### config.mk
export PLATFORM = sky130hd
export DESIGN_NAME = syn_md_pulse_gen
export DESIGN_NICKNAME = d
export VERILOG_FILES = /design/src/rtl/syn_md_pulse_gen_pkg.sv /design/src/rtl/syn_md_phase_cnt.sv /design/src/rtl/syn_md_pulse_gen.sv
export SDC_FILE = /design/constraint.sdc
export NUM_CORES = 1
export LEC_CHECK = 0
export ABC_CLOCK_PERIOD_IN_PS = 2720
export CAP_MARGIN = 30
export CORE_MARGIN = 3
export CORE_UTILIZATION = 58
export DETAILED_ROUTE_END_ITERATION = 12
export PLACE_DENSITY = 0.79
export SETUP_SLACK_MARGIN = 0.5
export SYNTH_ARGS = -nofsm -noshare
export SYNTH_HDL_FRONTEND = slang
export SYNTH_SLANG_ARGS = --single-unit
### constraint.sdc
create_clock -name clkin -period 2.72 [get_ports clkin]
set_input_delay 0.68 -clock clkin [delete_from_list [all_inputs] [get_ports clkin]]
set_output_delay 0.68 -clock clkin [all_outputs]
set_load 0.01 [all_outputs]
### src/rtl/syn_md_pulse_gen_pkg.sv
// Shared constants and FSM encoding for the syn_md burst pulse generator.
package syn_md_pulse_gen_pkg;

    localparam int unsigned CNT_W_DEF = 16;
    localparam int unsigned NUM_W_DEF = 8;

    typedef enum logic [1:0] {
        ST_IDLE = 2'd0,
        ST_HIGH = 2'd1,
        ST_LOW  = 2'd2
    } state_t;

endpackage

### src/rtl/syn_md_phase_cnt.sv
// Loadable down-counter timing one HIGH or LOW phase; o_tc_c marks the phase's last cycle.
module syn_md_phase_cnt #(
    parameter int unsigned CNT_W = 16
) (
    input  logic             clkin,
    input  logic             rst_n,
    input  logic             i_clr,
    input  logic             i_load,
    input  logic [CNT_W-1:0] i_load_val,
    output logic             o_tc_c
);

    logic [CNT_W-1:0] r_cnt;

    always_ff @(posedge clkin or negedge rst_n) begin
        if (!rst_n) begin
            r_cnt <= '0;
        end else if (i_clr) begin
            r_cnt <= '0;
        end else if (i_load) begin
            r_cnt <= i_load_val;
        end else if (r_cnt != '0) begin
            r_cnt <= r_cnt - CNT_W'(1);
        end
    end

    // A loaded length L gives L cycles, the last one with the count at 1.
    assign o_tc_c = (r_cnt == CNT_W'(1));

endmodule

### src/rtl/syn_md_pulse_gen.sv
// Triggered burst generator for the syn_md sync waveform with busy/done status.
module syn_md_pulse_gen
    import syn_md_pulse_gen_pkg::*;
#(
    parameter int unsigned CNT_W = CNT_W_DEF,
    parameter int unsigned NUM_W = NUM_W_DEF
) (
    input  logic             clkin,
    input  logic             rst_n,
    input  logic             trig_en,
    input  logic             stop,
    input  logic [CNT_W-1:0] high_len,
    input  logic [CNT_W-1:0] period_len,
    input  logic [NUM_W-1:0] burst_num,
    output logic             syn_md_out,
    output logic             busy,
    output logic             done
);

    localparam int unsigned CNT_X_W = CNT_W + 1;

    state_t           r_state;
    state_t           w_state_nxt;
    logic [CNT_W-1:0] r_high_len;
    logic [CNT_W-1:0] r_low_len;
    logic [NUM_W-1:0] r_pulses;
    logic [NUM_W-1:0] w_pulses_nxt;
    logic             r_syn_md;
    logic             r_busy;
    logic             r_done;
    logic             w_done_nxt;
    logic             w_latch;
    logic             w_load;
    logic             w_clr;
    logic [CNT_W-1:0] w_load_val;
    logic             w_tc_c;

    logic [CNT_W-1:0]   w_high_eff;
    logic [CNT_X_W-1:0] w_high_p1_x;
    logic [CNT_X_W-1:0] w_period_x;
    logic [CNT_X_W-1:0] w_period_eff_x;
    logic [CNT_W-1:0]   w_low_len;

    // Effective phase lengths; the period is widened so H+1 cannot overflow.
    assign w_high_eff     = (high_len == '0) ? CNT_W'(1) : high_len;
    assign w_high_p1_x    = CNT_X_W'(w_high_eff) + CNT_X_W'(1);
    assign w_period_x     = CNT_X_W'(period_len);
    assign w_period_eff_x = (w_period_x < w_high_p1_x) ? w_high_p1_x : w_period_x;
    assign w_low_len      = CNT_W'(w_period_eff_x - CNT_X_W'(w_high_eff));

    syn_md_phase_cnt #(
        .CNT_W (CNT_W)
    ) u_phase_cnt (
        .clkin      (clkin),
        .rst_n      (rst_n),
        .i_clr      (w_clr),
        .i_load     (w_load),
        .i_load_val (w_load_val),
        .o_tc_c     (w_tc_c)
    );

    always_ff @(posedge clkin or negedge rst_n) begin
        if (!rst_n) begin
            r_state <= ST_IDLE;
        end else begin
            r_state <= w_state_nxt;
        end
    end

    // r_pulses holds pulses still to start; it is decremented on every HIGH entry.
    always_comb begin
        w_state_nxt  = r_state;
        w_pulses_nxt = r_pulses;
        w_done_nxt   = 1'b0;
        w_latch      = 1'b0;
        w_load       = 1'b0;
        w_clr        = 1'b0;
        w_load_val   = r_high_len;

        if (stop) begin
            w_state_nxt  = ST_IDLE;
            w_pulses_nxt = '0;
            w_clr        = 1'b1;
        end else begin
            case (r_state)
                ST_IDLE: begin
                    if (trig_en && (burst_num != '0)) begin
                        w_state_nxt  = ST_HIGH;
                        w_latch      = 1'b1;
                        w_load       = 1'b1;
                        w_load_val   = w_high_eff;
                        w_pulses_nxt = burst_num - NUM_W'(1);
                    end
                end
                ST_HIGH: begin
                    if (w_tc_c) begin
                        if (r_pulses == '0) begin
                            w_state_nxt = ST_IDLE;
                            w_done_nxt  = 1'b1;
                        end else begin
                            w_state_nxt = ST_LOW;
                            w_load      = 1'b1;
                            w_load_val  = r_low_len;
                        end
                    end
                end
                ST_LOW: begin
                    if (w_tc_c) begin
                        w_state_nxt  = ST_HIGH;
                        w_load       = 1'b1;
                        w_load_val   = r_high_len;
                        w_pulses_nxt = r_pulses - NUM_W'(1);
                    end
                end
                default: begin
                    w_state_nxt  = ST_IDLE;
                    w_pulses_nxt = '0;
                    w_clr        = 1'b1;
                end
            endcase
        end
    end

    // Outputs are registered from the next state so they align with it.
    always_ff @(posedge clkin or negedge rst_n) begin
        if (!rst_n) begin
            r_syn_md   <= 1'b0;
            r_busy     <= 1'b0;
            r_done     <= 1'b0;
            r_pulses   <= '0;
            r_high_len <= '0;
            r_low_len  <= '0;
        end else begin
            r_syn_md <= (w_state_nxt == ST_HIGH);
            r_busy   <= (w_state_nxt != ST_IDLE);
            r_done   <= w_done_nxt;
            r_pulses <= w_pulses_nxt;
            if (w_latch) begin
                r_high_len <= w_high_eff;
                r_low_len  <= w_low_len;
            end
        end
    end

    assign syn_md_out = r_syn_md;
    assign busy       = r_busy;
    assign done       = r_done;

endmodule

==> run metrics, run 1 <==
status did not finish; Stopped at global routing (5_1_grt); Error [ERROR DPL-0038] Utilization greater than 100%, impossible to legalize; HPWL after DPL 10.88 mm; CTS Buffer Depth 2; gpl congestion 0.9438; pre-CTS setup slack -2.778 ns; number of synthesized flops with an enable pin 0; pin count of the biggest net entering global routing 59; H-tree lvl count 3; CTS Root Cell clkbuf_8; port buffer count 46; Die Wd between 90 and 100 µm; warnings from Yosys 0; post-synth net total 671; cts hold-fix bufs 0; Async SR Flop Fraction 100.0%; Synth area leaders dfrtp_1 (32%), ha_1 (9.0%), o21ai_0 (7.2%); flops & latches, synth a little over 60; Die Y-Extent 96.14 µm; sequential area share after synthesis between 30% and 40%; leading area contributor after synthesis dfrtp_1; worst_ep grt r_low_len[13]$_DFFE_PN0P_/D; TritonCTS buffer count 9; Initial Utilization around three fifths; Clock Sinks 61; synthesized instance count 592; synth unique cells 60; Syn Std Cell Area roughly 4700 µm²; Worst EP Category sequential cell input; synth cell count leaders nor2_1 (89), o21ai_0 (68), dfrtp_1 (61), nand2_1 (61), a21oi_1 (45); main flop type after synthesis dfrtp_1; FP Rows 32; most frequent cell after synthesis nor2_1; syn_area_per_cell 7.959 µm²; Synth top area share around 32%; # IOs 47
-- what timing repair did --
action / CTS
setup endpoints to repair: 50
gates cloned: 1
resized for setup: 198
pin swaps: 83
buffers inserted: 42
-- cells by family after synthesis --
group,Yosys count,share of synthesized area (%)
compound gates,173,21.80
fa+ha+maj,35,9.453
flops,61,32.40
buf+inv,46,3.956
xor+xnor,43,7.993
simple gates,230,23.55
mux,4,0.8497
-- per-stage QoR --
step                      util (%)  instances  area (µm²)
after CTS                    94.09        893        7346
after detailed placement     79.60        834        6215
after global placement       79.60        834        6215
after floorplan                  -        592        4855
==> run 2: changes to the inputs <==
--- a/config.mk
+++ b/config.mk
@@ -8,10 +8,9 @@
 export ABC_CLOCK_PERIOD_IN_PS = 2720
 export CAP_MARGIN = 30
 export CORE_MARGIN = 3
-export CORE_UTILIZATION = 58
+export CORE_UTILIZATION = 40
 export DETAILED_ROUTE_END_ITERATION = 12
-export PLACE_DENSITY = 0.79
-export SETUP_SLACK_MARGIN = 0.5
+export PLACE_DENSITY_LB_ADDON = 0.15
 export SYNTH_ARGS = -nofsm -noshare
 export SYNTH_HDL_FRONTEND = slang
 export SYNTH_SLANG_ARGS = --single-unit
==> run 2 against run 1 <==
- the flow now finishes, with violations (negative setup slack)
- synthesized cell count unchanged
- area after synthesis unchanged
==> run metrics, run 2 <==
status finished, violations left; failing checks negative setup slack; first-pass GRT wire length roughly 23 mm; Nets 862; flops & latches, synth 61; RSZ-0062 raised after global routing yes; Ant. Diodes 0; final setup skew 0.007020 ns; R2R setup slack roughly 0.07 ns; Fill cells 991; FP Rows 39; Die Wd 114.5 µm; CTS Root Cell clkbuf_16; H-tree lvl count 3; main flop type after synthesis dfrtp_1; total die area 13120 µm²; maximum fanout along the worst path 7; vias in the first global route 4989; port buffer count 46; most frequent cells in the layout buf_4 (149), nor2_1 (82), dfrtp_1 (61), nand2_1 (58), o21ai_0 (53); Max Cap Violations 0; CP Data Arrival Time about 4.8 ns; DRT Pass-1 Iters 4; pin count of the biggest net entering global routing 60; share of cells above drive strength 1 30.50%; HPWL after DPL 10.65 mm; antenna viol nets, final 0; path category of the worst min-delay check in2async; pre-CTS setup slack -2.785 ns; Synth area leaders dfrtp_1 (32%), ha_1 (9.0%), o21ai_0 (7.2%); worst reg-to-reg path cell count 9; Worst-path clk slew 0.05 ns; min Tclk post-route 4.596 ns; final cell count without fillers 930; Worst Setup Path Type in2reg; Die Y-Extent 114.5 µm; WL final approximately 14 mm; final period utilization 169.0%; worst slew margin relative to its limit a little over 50%; PwrDens 603.1 nW/µm²; slew at the pin closest to its max-slew limit 0.7367 ns; leading area contributor after synthesis dfrtp_1; TritonCTS clock tree built; Core Area between 10000 and 15000 µm²; global route overflow 0; final worst slack -1.876 ns; peak supply drop 0.3270 mV; warnings from Yosys 0; synth unique cells 60; sequential area share after synthesis 32.40%; RR Endpoint u_phase_cnt.r_cnt[5]; Async SR Flop Fraction 100.0%; Max Slew Vio Count 0; CTS Buffer Depth 2; Largest regs r_high_len: 16 flops, r_low_len: 16 flops, u_phase_cnt.r_cnt: 16 flops; CP endpoint kind register; number of synthesized flops with an enable pin 0; # DRC 0; # IOs 47; hold violation total from the final report 0; synth cell count leaders nor2_1 (89), o21ai_0 (68), dfrtp_1 (61), nand2_1 (61), a21oi_1 (45); TritonCTS buffer count 9; synthesized instance count 592; Initial Utilization roughly two fifths; commonest non-fill, non-tap cell in the layout buf_4; later-pin clock latency in the skew report 0.33 ns; placed cells 883; gpl congestion 0.9017; Startpoint Class input port; DRT iter0 DRCs 270; RR Startpoint u_phase_cnt.r_cnt[11]; DR vias/cell 5.348; Clock Sinks 61; via count 4974; most frequent cell after synthesis nor2_1; Sum Neg Setup Slack -23.73 ns; total chip power 0.004231 W; Area Growth Syn to Fin 48.88%; max frequency 217.6 MHz; syn_area_per_cell 7.959 µm²; final setup fails 16; Syn Std Cell Area 4712 µm²; Routed WL per cell 15.26 µm; Pleak 3.235 nW; WHS 0.1280 ns; post-synth net total 671; Synth top area share 32.40%; Critical Path RT 2.94 ns; GRT Total Usage between 20% and 30%; cts hold-fix bufs 0; initial antenna violation count 0
## run 2: layout make-up
| cell class | count | area, µm² | area share [%] |
|---|---|---|---|
| Inverter | 24 | 90.09 | 1.284 |
| Multi-Input combinational cell | 486 | 3302 | 47.07 |
| Timing Repair Buffer | 201 | 1652 | 23.54 |
| Clock inverter | 5 | 27.53 | 0.3924 |
| Clock buffer | 10 | 239.0 | 3.406 |
| Sequential cell | 61 | 1526 | 21.76 |
| Tap cell | 143 | 178.9 | 2.550 |
## run 2: metal layers
metal  global-route usage (%)  wire, µm
met5                        0         0
met4                    9.105       382
met3                    3.171       446
met2                    38.53      7013
met1                    27.32      6347
## run 2: how the worst max path moves through the flow
stage	endpoint	slack, ns	cells after the start	from
floorplan	r_low_len[13]	-1.87	22	high_len[3]
global placement	r_low_len[14]	-2.56	24	high_len[7]
detailed placement	r_low_len[14]	-2.79	23	high_len[1]
CTS	r_low_len[15]	-1.72	22	high_len[3]
global route	r_low_len[14]	-2.10	25	high_len[3]
finish	r_low_len[11]	-1.88	24	high_len[3]
## run 2: worst max-delay path, cell delays in order
cell and delay (ns):
buf_6 0.07, nand4_1 0.15, nor2_2 0.21, nand3_4 0.14
nor3_4 0.16, xnor2_2 0.09, ha_1 0.32, nand4_1 0.18
nor3_2 0.19, o221ai_2 0.14, a41oi_2 0.29, o21ai_4 0.14
buf_4 0.16, nor2_1 0.08, a21oi_1 0.07, ha_1 0.33
o21a_1 0.12, o31a_1 0.12, o41a_1 0.35, buf_4 0.16
o21a_1 0.20, a21o_1 0.18, a211oi_2 0.21, o21ai_1 0.07
## run 2: what timing repair did
action | in CTS | in global routing
endpoints found under the setup margin | 16 | 30
pin swaps | 28 | 21
buffers inserted | 26 | 6
gates resized for setup | 77 | 19
gates cloned | 0 | 1
## run 2: kinds of logic after synthesis
group / after synthesis / share of synthesized area (%)
AO/OA/AOI/OAI: 173 / 21.80
XOR/XNOR: 43 / 7.993
adder cells (fa/ha/maj): 35 / 9.453
buffers and inverters: 46 / 3.956
flip-flops: 61 / 32.40
multiplexers: 4 / 0.8497
AND/OR/NAND/NOR: 230 / 23.55
## run 2: power breakdown
part / internal [W] / switching (W) / leakage [nW]
Clock: 0.000628 / 0.000398 / 0.134
Sequential: 0.00114 / 0.000197 / 0.782
Combinational: 0.000945 / 0.000920 / 2.32
Total: 0.00272 / 0.00151 / 3.24
## run 2: stage by stage
step                      utilization, %  cell area, µm²
after global placement             55.21            6331
final                              61.18            7015
after detailed placement           55.21            6331
after floorplan                        -            4826
after CTS                          59.97            6877
after global routing               61.18            7015
(Power assumes the default switching activity.)
==> run 3: changes to the inputs <==
--- a/config.mk
+++ b/config.mk
@@ -14,3 +14,4 @@
 export SYNTH_ARGS = -nofsm -noshare
 export SYNTH_HDL_FRONTEND = slang
 export SYNTH_SLANG_ARGS = --single-unit
+export TNS_END_PERCENT = 50
==> run 3 against run 2 <==
- the flow still finishes with violations (negative setup slack)
- global-route usage is 0.67 points lower
- clock skew is 0.0024 ns lower
- utilization hardly changed
- clock power is 28% higher
- die area stayed put
- register-to-register slack better by 0.07 ns
- sequential share of layout area hardly changed
- highest routed layer unchanged
==> run metrics, run 3 (synthesized netlist as in run 2, its figures left out) <==
status finished, violations left; failing checks negative setup slack; hold violation total from the final report 0; slew at the pin closest to its max-slew limit 0.5920 ns; Startpoint Class input port; Worst-path clk slew 0.05 ns; CP bufs+invs 3; placed cells 886; Largest regs r_high_len: 16 flops, r_low_len: 16 flops, u_phase_cnt.r_cnt: 16 flops; DP Area between 6000 and 7000 µm²; share of cells above drive strength 1 29.15%; FP Rows 39; gpl congestion 0.8756; Routed WL per cell roughly 15 µm; pin count of the biggest net entering global routing 41; first-pass GRT wire length 22.76 mm; Max Slew Vio Count 0; final setup fails 16; WL final 13.76 mm; Pleak about 3.2 nW; PwrDens 635.3 nW/µm²; CP Cell Sequence buf_6, nand4_1, nor2_4, nand3_4, buf_12, nor2_2, xnor2_1, ha_1, nand4_1, nor3_2, o221ai_2, a41oi_2, o21ai_4, buf_4, a21oi_2, ha_4, o21a_1, o31a_1, o41a_1, o211ai_1, nand3_1, a31oi_1, xnor2_1, o21ai_1; CP endpoint kind register; CTS Root Cell clkbuf_16; Ant. Diodes 0; commonest non-fill, non-tap cell in the layout buf_4; RR Endpoint u_phase_cnt.r_cnt[5]; Critical Path RT 2.94 ns; peak supply drop 0.4401 mV; Sum Neg Setup Slack -22.71 ns; Area Growth Syn to Fin 48.91%; final setup skew 0.004646 ns; critical path's slowest cell o41a_1; Final Instance Area approximately 7000 µm²; antenna viol nets, final 0; RR Startpoint u_phase_cnt.r_cnt[11]; R2R setup slack between 0.1 and 0.15 ns; DRT Pass-1 Iters 5; DR vias/cell 5.352; later-pin clock latency in the skew report 0.33 ns; TritonCTS buffer count 9; path category of the worst min-delay check in2async; worst slew margin relative to its limit 60.11%; Clock Sinks 61; DRT iter0 DRCs slightly below 300; min Tclk post-route approximately 4.6 ns; vias in the first global route 4931; maximum fanout along the worst path 7; GRT Total Usage 21.47%; Initial Utilization roughly 40%; Die Wd around 110 µm; most frequent cells in the layout buf_4 (132), nor2_1 (84), dfrtp_1 (61), nand2_1 (58), o21ai_0 (58); TritonCTS clock tree built; WHS 0.3187 ns; total die area 13120 µm²; crit-path leading delay family compound AO/OA/AOI/OAI gates; global route overflow 0; via count between 4k and 5k; Worst Setup Path Type in2reg; CP peak stage delay ~0.38 ns; # DRC 0; final cell count without fillers 915; Die Y-Extent 114.5 µm; initial antenna violation count 0; max frequency 216.0 MHz; HPWL after DPL 10.51 mm; H-tree lvl count 3; cts hold-fix bufs 0; # IOs 47; CTS Buffer Depth 2; port buffer count between 40 and 50; CP Data Arrival Time 4.85 ns; Max Cap Violations 0; Nets 846; Core Area 11470 µm²; final worst slack -1.910 ns; worst reg-to-reg path cell count 9; final period utilization 170.2%; RSZ-0062 raised after global routing yes
## run 3: metrics by stage
step	setup WS, ns	utilization, %	power (W)
after CTS	-2.033	60.04	0.004418
final	-1.910	61.19	0.004458
after detailed placement	-2.696	55.19	0.003021
after floorplan	-1.870	-	0.002401
after global routing	-2.216	61.19	0.004752
after global placement	-2.547	55.19	0.002981
## run 3: worst max path at each step
stage	from	end	slack, ns	depth (start not counted)
2_1_floorplan	high_len[3]	r_low_len[13]	-1.87	22
4_1_cts	high_len[3]	r_low_len[13]	-2.03	23
6_report	high_len[1]	r_low_len[15]	-1.91	24
3_3_place_gp	high_len[0]	r_low_len[15]	-2.55	22
5_1_grt	high_len[1]	r_low_len[15]	-2.22	24
3_5_place_dp	high_len[1]	r_low_len[10]	-2.70	24
## run 3: final cells by class
type                       instances  area [µm²]
clock inverter                     6       110.1
fill                             961        4451
timing repair buffer             186        1570
inverter                          24       90.09
tap                              143       178.9
sequential                        61        1526
clock buffer                      10       239.0
multi-input combinational        485        3302
## run 3: routing by layer
layer | wire, µm | vias to the layer above | track usage, %
li1 | - | 2463 | -
met1 | 6169 | 2298 | 26.53
met4 | 298 | 0 | 7.838
met5 | 0 | - | 0
met3 | 559 | 26 | 4.175
met2 | 6729 | 110 | 37.02
## run 3: power by group
group	switching (W)	internal, W
registers	0.000187	0.00114
logic	0.000903	0.000905
clock network	0.000403	0.000917
total	0.00149	0.00296
## run 3: what timing repair did
item | in CTS | in global routing
cloned | 0 | 0
setup endpoints to repair | 16 | 29
pin swaps | 41 | 26
resized for setup | 74 | 23
buffers inserted | 8 | 5
==> run 4: changes to the inputs <==
--- a/config.mk
+++ b/config.mk
@@ -9,6 +9,7 @@
 export CAP_MARGIN = 30
 export CORE_MARGIN = 3
 export CORE_UTILIZATION = 40
+export CTS_BUF_LIST = sky130_fd_sc_hd__clkbuf_16
 export DETAILED_ROUTE_END_ITERATION = 12
 export PLACE_DENSITY_LB_ADDON = 0.15
 export SYNTH_ARGS = -nofsm -noshare
==> run 4 against run 3 <==
- the run still ends with negative setup slack left
- worst hold slack better by 0.00096 ns
- via count hardly changed
- flip-flop and latch count is the same
- power down 0.69%
- sequential share of layout area is essentially flat
- critical endpoint unchanged
- cell count unchanged
- critical path type unchanged
- sequential power barely moved
==> run metrics, run 4 (synthesized netlist as in run 2, its figures left out) <==
status finished, violations left; failing checks negative setup slack; PwrDens 631.8 nW/µm²; global route overflow 0; FP Rows 39; final worst slack -1.914 ns; Worst Setup Path Type in2reg; Startpoint Class input port; CP Data Arrival Time 4.86 ns; final setup fails 16; later-pin clock latency in the skew report 0.33 ns; total die area ~13000 µm²; port buffer count 46; Critical Path RT roughly 2.9 ns; H-tree lvl count 3; TritonCTS clock tree built; Routed WL per cell 14.96 µm; pre-CTS setup slack -2.696 ns; gpl congestion 0.8756; GRT Total Usage 21.46%; slew at the pin closest to its max-slew limit 0.6008 ns; internal power 0.002937 W; CTS Buffer Depth 2; hold violation total from the final report 0; Clock Sinks 61; share of cells above drive strength 1 29.02%; worst slew margin relative to its limit approximately three fifths; Sw Share 33.66%; commonest non-fill, non-tap cell in the layout buf_4; worst reg-to-reg path cell count 9; DRT iter0 DRCs around 240; Pleak 3.224 nW; CP endpoint kind register; peak supply drop ~0.44 mV; Worst-path clk slew 0.05 ns; Max Slew Vio Count 0; total chip power 0.004427 W; maximum fanout along the worst path 7; Die Wd 114.5 µm; # DRC 0; via count 4894; Nets 846; TritonCTS buffer count 9; Sequential Power Share a little under a third; RSZ-0062 raised after global routing yes; clock power share 29.1%; Die Y-Extent about 110 µm; most frequent cells in the layout buf_4 (132), nor2_1 (84), dfrtp_1 (61), nand2_1 (58), o21ai_0 (58); path category of the worst min-delay check in2async; pin count of the biggest net entering global routing 41; vias in the first global route approximately 5k; HPWL after DPL about 11 mm; Core Area between 10000 and 15000 µm²; Initial Utilization 41.09%; first-pass GRT wire length 22.74 mm; WHS 0.3197 ns; DRT Pass-1 Iters 5; Ant. Diodes 0; cts hold-fix bufs 0; WL final 13.69 mm; CTS Root Cell clkbuf_16; placed cells between 800 and 900; final cell count without fillers 915; Max Cap Violations 0; min Tclk post-route 4.634 ns; switching pwr between 0.001 and 0.0015 W; final period utilization 170.4%; Largest regs r_high_len: 16 flops, r_low_len: 16 flops, u_phase_cnt.r_cnt: 16 flops; final setup skew 0.005172 ns; # IOs 47; max frequency 215.8 MHz; final core utilization 61.10%; DR vias/cell 5.349; antenna viol nets, final 0; Area Growth Syn to Fin 48.70%; Comb pwr share 40.8%; initial antenna violation count 0
run 4: power groups by stage:
stage / logic (W) / clock network (W) / registers [W]
after detailed placement: 0.00168 / 0 / 0.00134
after global routing: 0.00200 / 0.00136 / 0.00136
after global placement: 0.00165 / 0 / 0.00133
after CTS: 0.00175 / 0.00131 / 0.00133
after floorplan: 0.00110 / 0 / 0.00130
final: 0.00181 / 0.00129 / 0.00133
run 4: layout make-up:
type	instances	area (µm²)
Clock inverter	7	113.9
Sequential cell	61	1526
Multi-Input combinational cell	485	3302
Clock buffer	9	225.2
Timing Repair Buffer	186	1570
Inverter	24	90.09
Tap cell	143	178.9
Fill cell	962	4461
run 4: worst max-delay path, stage by stage:
cell,delay (ns)
buf_6,0.07
nand4_1,0.17
nor2_4,0.17
nand3_4,0.10
buf_12,0.14
nor2_2,0.10
xnor2_1,0.10
ha_1,0.33
nand4_1,0.15
nor3_2,0.23
o221ai_2,0.13
a41oi_2,0.23
o21ai_4,0.14
buf_4,0.17
a21oi_2,0.18
ha_4,0.23
o21a_1,0.18
o31a_1,0.13
o41a_1,0.38
o211ai_1,0.28
nand3_1,0.11
a31oi_1,0.22
xnor2_1,0.14
o21ai_1,0.07
run 4: metal layers:
metal	GRT usage [%]	share of wire [%]	vias up
li1	-	-	2466
met1	26.53	45	2277
met2	36.98	49	126
met3	3.224	4.3	25
met4	9.264	2.3	0
met5	0	0	-
run 4: repair_timing:
item | in CTS | in global routing
endpoints found under the setup margin | 16 | 29
setup buffers | 8 | 5
pin swaps | 41 | 26
gates resized for setup | 74 | 23
run 4: metrics by stage:
| step | setup TNS, ns | area [µm²] |
|---|---|---|
| after global placement | -33.90 | 6329 |
| after global routing | -26.80 | 7007 |
| final | -22.82 | 7007 |
| after floorplan | -23.20 | 4801 |
| after CTS | -23.34 | 6875 |
| after detailed placement | -36.03 | 6329 |
run 4: path summary, 6_finish.rpt:
path / start / to / slack (ns)
max: high_len[1] / r_low_len[15] / -1.91
min reg2reg: r_high_len[9] / r_high_len[9] / 0.47
max in group asynchronous: rst_n / r_low_len[12] / 1.81
max reg2reg: u_phase_cnt.r_cnt[11] / u_phase_cnt.r_cnt[5] / 0.13
min: rst_n / r_pulses[4] / 0.32
min in group clkin: r_high_len[9] / r_high_len[9] / 0.47
